[src/rtl/sr_latch_driver.sv]
// sr_latch_driver: clocked drive sequencer for a gate-level SR latch.
// Each accepted request becomes a PULSE_W-cycle S or R pulse. A settle
// window of SETTLE+2 cycles follows, and then the synchronized Q/Qb are
// checked against the commanded value. S and R are decoded from a
// one-hot-free state/op pair, so both can never be high together.

module sr_latch_driver #(
    parameter int unsigned PULSE_W = 32'd4,
    parameter int unsigned SETTLE  = 32'd2
) (
    input  logic clk,
    input  logic rst_n,
    input  logic req_valid,
    input  logic req_op,
    output logic req_ready,
    output logic S,
    output logic R,
    input  logic Q,
    input  logic Qb,
    output logic busy,
    output logic done,
    output logic err,
    output logic q_state
);

    typedef enum logic [1:0] {
        ST_IDLE  = 2'd0,
        ST_PULSE = 2'd1,
        ST_WAIT  = 2'd2,
        ST_CHECK = 2'd3
    } state_t;

    // Counter reload values: PULSE_W cycles of drive, SETTLE+2 cycles of wait
    // (the extra 2 cover the synchronizer latency).
    localparam logic [7:0] PULSE_LOAD = 8'(PULSE_W - 32'd1);
    localparam logic [7:0] WAIT_LOAD  = 8'(SETTLE + 32'd1);

    // The latch reached the commanded state only if both rails agree with op.
    function automatic logic latch_ok(input logic qs, input logic qbs, input logic op);
        return (qs == op) && (qbs == ~op);
    endfunction

    state_t     state_q, state_d;
    logic [7:0] cnt_q, cnt_d;
    logic       op_q, op_d;

    logic       q_meta_q, qs_q;
    logic       qb_meta_q, qbs_q;

    logic       s_q, s_d;
    logic       r_q, r_d;
    logic       done_q, done_d;
    logic       err_q, err_d;
    logic       q_state_q, q_state_d;
    logic       busy_q, busy_d;
    logic       ready_q, ready_d;
    logic       check_edge_s;
    logic       ok_s;

    // Two-flop synchronizers for the asynchronous latch outputs.
    always_ff @(posedge clk or negedge rst_n) begin
        if (!rst_n) begin
            q_meta_q  <= 1'b0;
            qs_q      <= 1'b0;
            qb_meta_q <= 1'b0;
            qbs_q     <= 1'b0;
        end else begin
            q_meta_q  <= Q;
            qs_q      <= q_meta_q;
            qb_meta_q <= Qb;
            qbs_q     <= qb_meta_q;
        end
    end

    // State register together with the phase counter and captured op.
    always_ff @(posedge clk or negedge rst_n) begin
        if (!rst_n) begin
            state_q <= ST_IDLE;
            cnt_q   <= 8'd0;
            op_q    <= 1'b0;
        end else begin
            state_q <= state_d;
            cnt_q   <= cnt_d;
            op_q    <= op_d;
        end
    end

    // Next-state logic: accept in IDLE, count down PULSE and WAIT, one CHECK cycle.
    always_comb begin
        state_d = state_q;
        cnt_d   = cnt_q;
        op_d    = op_q;
        case (state_q)
            ST_IDLE: begin
                if (req_valid) begin
                    state_d = ST_PULSE;
                    cnt_d   = PULSE_LOAD;
                    op_d    = req_op;
                end else begin
                    cnt_d   = 8'd0;
                end
            end
            ST_PULSE: begin
                if (cnt_q == 8'd0) begin
                    state_d = ST_WAIT;
                    cnt_d   = WAIT_LOAD;
                end else begin
                    cnt_d   = cnt_q - 8'd1;
                end
            end
            ST_WAIT: begin
                if (cnt_q == 8'd0) begin
                    state_d = ST_CHECK;
                end else begin
                    cnt_d   = cnt_q - 8'd1;
                end
            end
            ST_CHECK: begin
                state_d = ST_IDLE;
                cnt_d   = 8'd0;
            end
            default: begin
                state_d = ST_IDLE;
                cnt_d   = 8'd0;
            end
        endcase
    end

    // Output decode: drive from the current state, verdict on the WAIT->CHECK edge.
    always_comb begin
        check_edge_s = (state_q == ST_WAIT) && (cnt_q == 8'd0);
        ok_s         = latch_ok(qs_q, qbs_q, op_q);
        s_d          = (state_q == ST_PULSE) && op_q;
        r_d          = (state_q == ST_PULSE) && !op_q;
        done_d       = check_edge_s;
        busy_d       = (state_d != ST_IDLE);
        ready_d      = (state_d == ST_IDLE);
        if (check_edge_s) begin
            err_d     = !ok_s;
            q_state_d = ok_s ? op_q : q_state_q;
        end else begin
            err_d     = 1'b0;
            q_state_d = q_state_q;
        end
    end

    // Registered outputs; reset forces S=R=0 immediately.
    always_ff @(posedge clk or negedge rst_n) begin
        if (!rst_n) begin
            s_q       <= 1'b0;
            r_q       <= 1'b0;
            done_q    <= 1'b0;
            err_q     <= 1'b0;
            q_state_q <= 1'b0;
            busy_q    <= 1'b0;
            ready_q   <= 1'b1;
        end else begin
            s_q       <= s_d;
            r_q       <= r_d;
            done_q    <= done_d;
            err_q     <= err_d;
            q_state_q <= q_state_d;
            busy_q    <= busy_d;
            ready_q   <= ready_d;
        end
    end

    assign S         = s_q;
    assign R         = r_q;
    assign done      = done_q;
    assign err       = err_q;
    assign q_state   = q_state_q;
    assign busy      = busy_q;
    assign req_ready = ready_q;

endmodule

[config.mk]
export PLATFORM = sky130hd
export DESIGN_NAME = sr_latch_driver
export DESIGN_NICKNAME = d
export VERILOG_FILES = /design/src/rtl/sr_latch_driver.sv
export SDC_FILE = /design/constraint.sdc
export NUM_CORES = 1
export LEC_CHECK = 0
export BUFFER_PORTS_ARGS = -buffer_cell sky130_fd_sc_hd__buf_4
export CAP_MARGIN = 15
export CORE_UTILIZATION = 54
export CTS_CLUSTER_SIZE = 12
export DETAILED_ROUTE_END_ITERATION = 8
export PLACE_DENSITY = 0.83
export SLEW_MARGIN = 0
export SYNTH_ARGS = -nofsm -noshare
export SYNTH_HDL_FRONTEND = slang
export SYNTH_SLANG_ARGS = --single-unit
[constraint.sdc]
create_clock -name clk -period 2.2 [get_ports clk]
set_input_delay 0.33 -clock clk [delete_from_list [all_inputs] [get_ports clk]]
set_output_delay 0.33 -clock clk [all_outputs]
set_load 0.01 [all_outputs]
Word level (Yosys, flattened, before mapping)
Index checks and enable logic that the tools add are counted.
Operators by class
  bitwise logic cells: 1
  mux-type cells: 9
  reduce and logical (&&, ||, !) cells: 12
  add/sub/neg operators: 1
  eq/ne operators: 6
Operator list (number)
  8-bit one-hot mux with 4 select lines: 1
  8-bit 2-to-1 mux: 2
  8-bit zero test: 1
  2-bit 2-to-1 mux: 4
  2-bit one-hot mux with 4 select lines: 1
  8-bit by 1-bit subtractor with 8-bit output, second input constant: 1
  2-bit == test, second input constant: 2
  1-bit logical AND: 4
  2-bit zero test: 2
  2-bit AND reduction: 2
  1-bit == test: 2
  2-bit by 1-bit == test with 1-bit output, second input constant: 1
  1-bit zero test: 2
  2-bit != test, second input constant: 1
  2-bit nonzero test: 1
  1-bit 2-to-1 mux: 1
  1-bit inverter: 1
Word-level totals
  output and inout port bits: 7
  flip-flop bits (word level): 22

Logic depth before layout (Yosys ltp)
  depth after elaboration: 5
  gate-level depth with buffers: 5
  mapped depth without buffers: 5

Worst setup path before layout
No wires, ideal clock.
  path kind: reg2reg
  start point: register cnt_q[0]
  end point: register q_state_q, in the netlist q_state
  data arrival time: 1639 ps
  setup slack: 434 ps
  cell stages (with the launch flop): 6
  required time: 2073 ps
  cells stage by stage: dfrtp_1 -> inv_1 -> ha_1 -> or3b_2 -> o41ai_2 -> o2bb2a_1
On the way
  longest elaborated chain between the ends: 3
RTL lines
  start: declaration: RTL line 44  | logic [7:0] cnt_q, cnt_d;
  start signal: assignment: RTL line 83  | cnt_q <= cnt_d;
  8-bit zero test: RTL line 131  | check_edge_s = (state_q == ST_WAIT) && (cnt_q == 8'd0);
  1-bit logical AND: RTL line 131
  2-bit AND reduction (no line)
  end signal: assignment: RTL line 162  | q_state_q <= q_state_d;
  end: declaration: RTL line 54  | logic q_state_q, q_state_d;
No other way between the ends.
A chain may end at the register's enable or synchronous reset.

Worst setup path in the final report
Same ends and word-level chain as after synthesis.

==> impl_metrics.py <==
metrics = {
    "critical_path": {
        "crit_chain": "inv_1 > ha_1 > or3b_2 > o41ai_2 > o2bb2a_1",
        "crit_fanout": 6,
        "critPathKind": "flop to flop",
        "critical_path_depth": 5,
        "required_ns": 2.39,
        "cp_slowest_cell": "or3b_2",
        "r2r_cells": 5,
        "arrival_ns": 2.08,
        "crit_path_start_kind": "flop",
        "cp_top_family": "compound AO/OA/AOI/OAI gates",
        "crit_path_end_kind": "flop",
        "path_buf_inv": 1,
        "slowest_delay_ns": 0.50,
    },
    "power_and_ir_drop": {
        "comb_power_share_pct": 39.8,
        "p_sw_mw": 0.5558,
        "clkPwrFrac_pct": 15.0,
        "seqPwrFrac_pct": 45.2,
        "power.density_mw_per_mm2": 1332,
        "swShare_pct": 37.90,
        "ir_worst_vdd_mv": 0.7529,
        "intPower_mw": 0.9105,
        "cellLeakagePower_nw": 0.5028,
    },
    "cells_and_area": {
        "fillers": 121,
        "layout-drive-gt1-share_pct": 22.45,
        "final_nets": 107,
        "num_antenna_cells": 0,
        "syn_to_final_growth_pct": 17.33,
    },
    "timing": {
        "worst_pin_slew_ns": 0.3543,
        "rsz0062_at_grt": "false",
        "final.min_clock_period_ns": 1.885,
        "timing.final.max_slew_violations": 0,
        "setup_slack_ns": 0.3154,
        "period_share_pct": 85.66,
        "fin_skew_ns": 0.005497,
        "setup_violations": 0,
        "setup_tns_ns": 0,
        "slew_headroom_pct": 75.77,
        "hold_viol_final": 0,
        "fmax_mhz": 530.6,
    },
    "die": {
        "start_util_pct": 60.19,
        "rows": 14,
        "dieWidth_um": 43.69,
        "core_mm2": 0.001559,
        "die_h_um": 43.69,
        "die_area_mm2": 0.001908,
        "ioPinCount": 13,
    },
    "synth": {
        "avgSynthCellArea_um2": 11.59,
        "yosysSeqAreaShare_pct": 58.80,
        "synth_seq_cells": 22,
        "netlist_area_um2": 938.4,
        "yosys_warnings": 0,
        "synth_top_cell_by_area": "dfrtp_1",
        "syn_inst": 81,
        "synthTopCellsByArea": "dfrtp_1, a21oi_1, dfstp_2",
        "synth.distinct_cells": 33,
        "synth_top_area_share_pct": 56.00,
        "synth_nets": 89,
    },
    "clock_network": {
        "cts-root-buf": "clkbuf_4",
        "clock_sinks": 22,
        "clk_path_buf_depth": 2,
        "cts_tree": "done",
        "clk_latency_ns": 0.30,
        "cts_buffers": 3,
        "htree_levels": 1,
        "clk_pin_slew_ns": 0.12,
    },
    "route": {
        "wirelength_mm": 1.688,
        "vias": 692,
        "first_iter_violations": 11,
        "vias_per_cell": 6.070,
        "first_pass_iters": 4,
        "drc": 0,
        "ant_nets": 0,
        "wl_per_cell_um": 14.81,
    },
    "placed_design": {
        "place.detailed.hpwl_mm": 1.209,
        "gp_congestion": 0.8415,
        "io_buffers": 12,
        "pre_cts_slack_ns": 0.3502,
    },
    "hold_path": {
        "worstHoldPathType": "primary input to flop",
        "whs_path_depth": 1,
    },
    "global_route": {
        "grt_pass1_wl_mm": 2.863,
        "gr-total-overflow": 0,
        "grt_pass1_vias": 673,
        "grt_use_total_pct": 20.28,
        "antenna_found_initial": 0,
        "grt_max_degree": 23,
    },
    "outcome": {
        "status": "complete, no violations",
    },
    "flow_run": {
        "max-cap-violations": 0,
    },
}
[state kept, by name, summed over array words and instances (netlist names)]
name	flops
q_meta_q	1
state_q	2
S	1
busy	1
req_ready	1
qbs_q	1
qs_q	1
err	1
cnt_q	8
op_q	1
qb_meta_q	1
q_state	1
R	1
done	1
[kinds of logic (layout without fill, tap and decap cells)]
logic type	after synthesis	count (layout)	synth area share, %
buffers and inverters	7	24	2.933
xor gates and xnor gates	2	2	1.867
AOI/OAI and AO/OA	18	18	14.00
and+or+nand+nor	29	29	18.53
DFF	22	22	58.80
adders and majority gates	2	2	2.666
muxes	1	1	1.200
[per-layer routing]
| metal | vias up | part of all wire, % | global-route usage [%] |
|---|---|---|---|
| met5 | - | 0 | 0 |
| li1 | 330 | - | - |
| met2 | 15 | 50 | 32.84 |
| met4 | 0 | 1.9 | 9.375 |
| met3 | 4 | 3.6 | 2.917 |
| met1 | 343 | 44 | 26.92 |
[cells in the mapped netlist (all sizes together)]
master    n
dfrtp    21
nor2      7
a21oi     6
inv       5
nand2b    3
o21ai     3
and3      2
ha        2
nand2     2
nand4     2
nor3      2
nor3b     2
o221ai    2
o41ai     2
or3       2
or4       2
xnor2     2
a2111oi   1
a22o      1
a31o      1
buf       1
clkbuf    1
dfstp     1
mux2      1
nand3b    1
nor2b     1
nor4      1
nor4b     1
o2bb2a    1
o31ai     1
or3b      1
[power by group through the flow]
stage               clock [mW]  sequential (mW)  combinational [mW]
floorplan                    0            0.646               0.398
global placement             0            0.661               0.565
detailed placement           0            0.669               0.583
CTS                      0.224            0.661               0.590
global route             0.235            0.679               0.653
finish                   0.220            0.662               0.584
[cells in the final DEF (no fill, tap or decap), drive strengths merged]
cell type,n
dfrtp,21
buf,14
nor2,7
a21oi,6
inv,5
clkbuf,4
nand2b,3
o21ai,3
nor3b,2
nand2,2
nor3,2
nand4,2
or4,2
o221ai,2
and3,2
or3,2
xnor2,2
ha,2
o41ai,2
nor4,1
a31o,1
nor2b,1
a2111oi,1
or3b,1
a22o,1
nand3b,1
mux2,1
nor4b,1
o2bb2a,1
o31ai,1
dlygate4sd3,1
dfstp,1
[worst paths after layout]
kind	start	to	slack [ns]
max reg2reg	cnt_q[0]	q_state	0.32
min in group asynchronous	rst_n	cnt_q[4]	0.43
max	cnt_q[0]	q_state	0.32
max in group asynchronous	rst_n	req_ready	1.49
min	Q	q_meta_q	0.13
min reg2reg	qb_meta_q	qbs_q	0.37
[stage by stage]
step                std cells  util (%)  cell area [um2]  hold WS, ns  total power, mW
detailed placement        109     67.66             1055       0.2327            1.252
CTS                       114     70.63             1101       0.1271            1.474
global route              114     70.63             1101       0.1130            1.566
global placement          109     67.66             1055       0.2250            1.227
floorplan                  81         -            938.4      0.03441            1.044
finish                    114     70.63             1101       0.1296            1.466
[layout make-up]
class	count	area, um2	area share (%)
Inverter	5	18.77	1.705
Tap cell	16	20.02	1.818
Timing Repair Buffer	15	115.1	10.45
Sequential cell	22	551.8	50.11
Multi-Input combinational cell	52	359.1	32.61
Clock buffer	4	36.28	3.295
[what timing repair did]
item | in CTS | in global routing
hold endpoints to repair | 21 | 0
hold buffers | 1 | 0
gates resized for setup | 0 | 0
setup buffers | 0 | 0
Note: power is estimated with default switching activity, not from simulation.
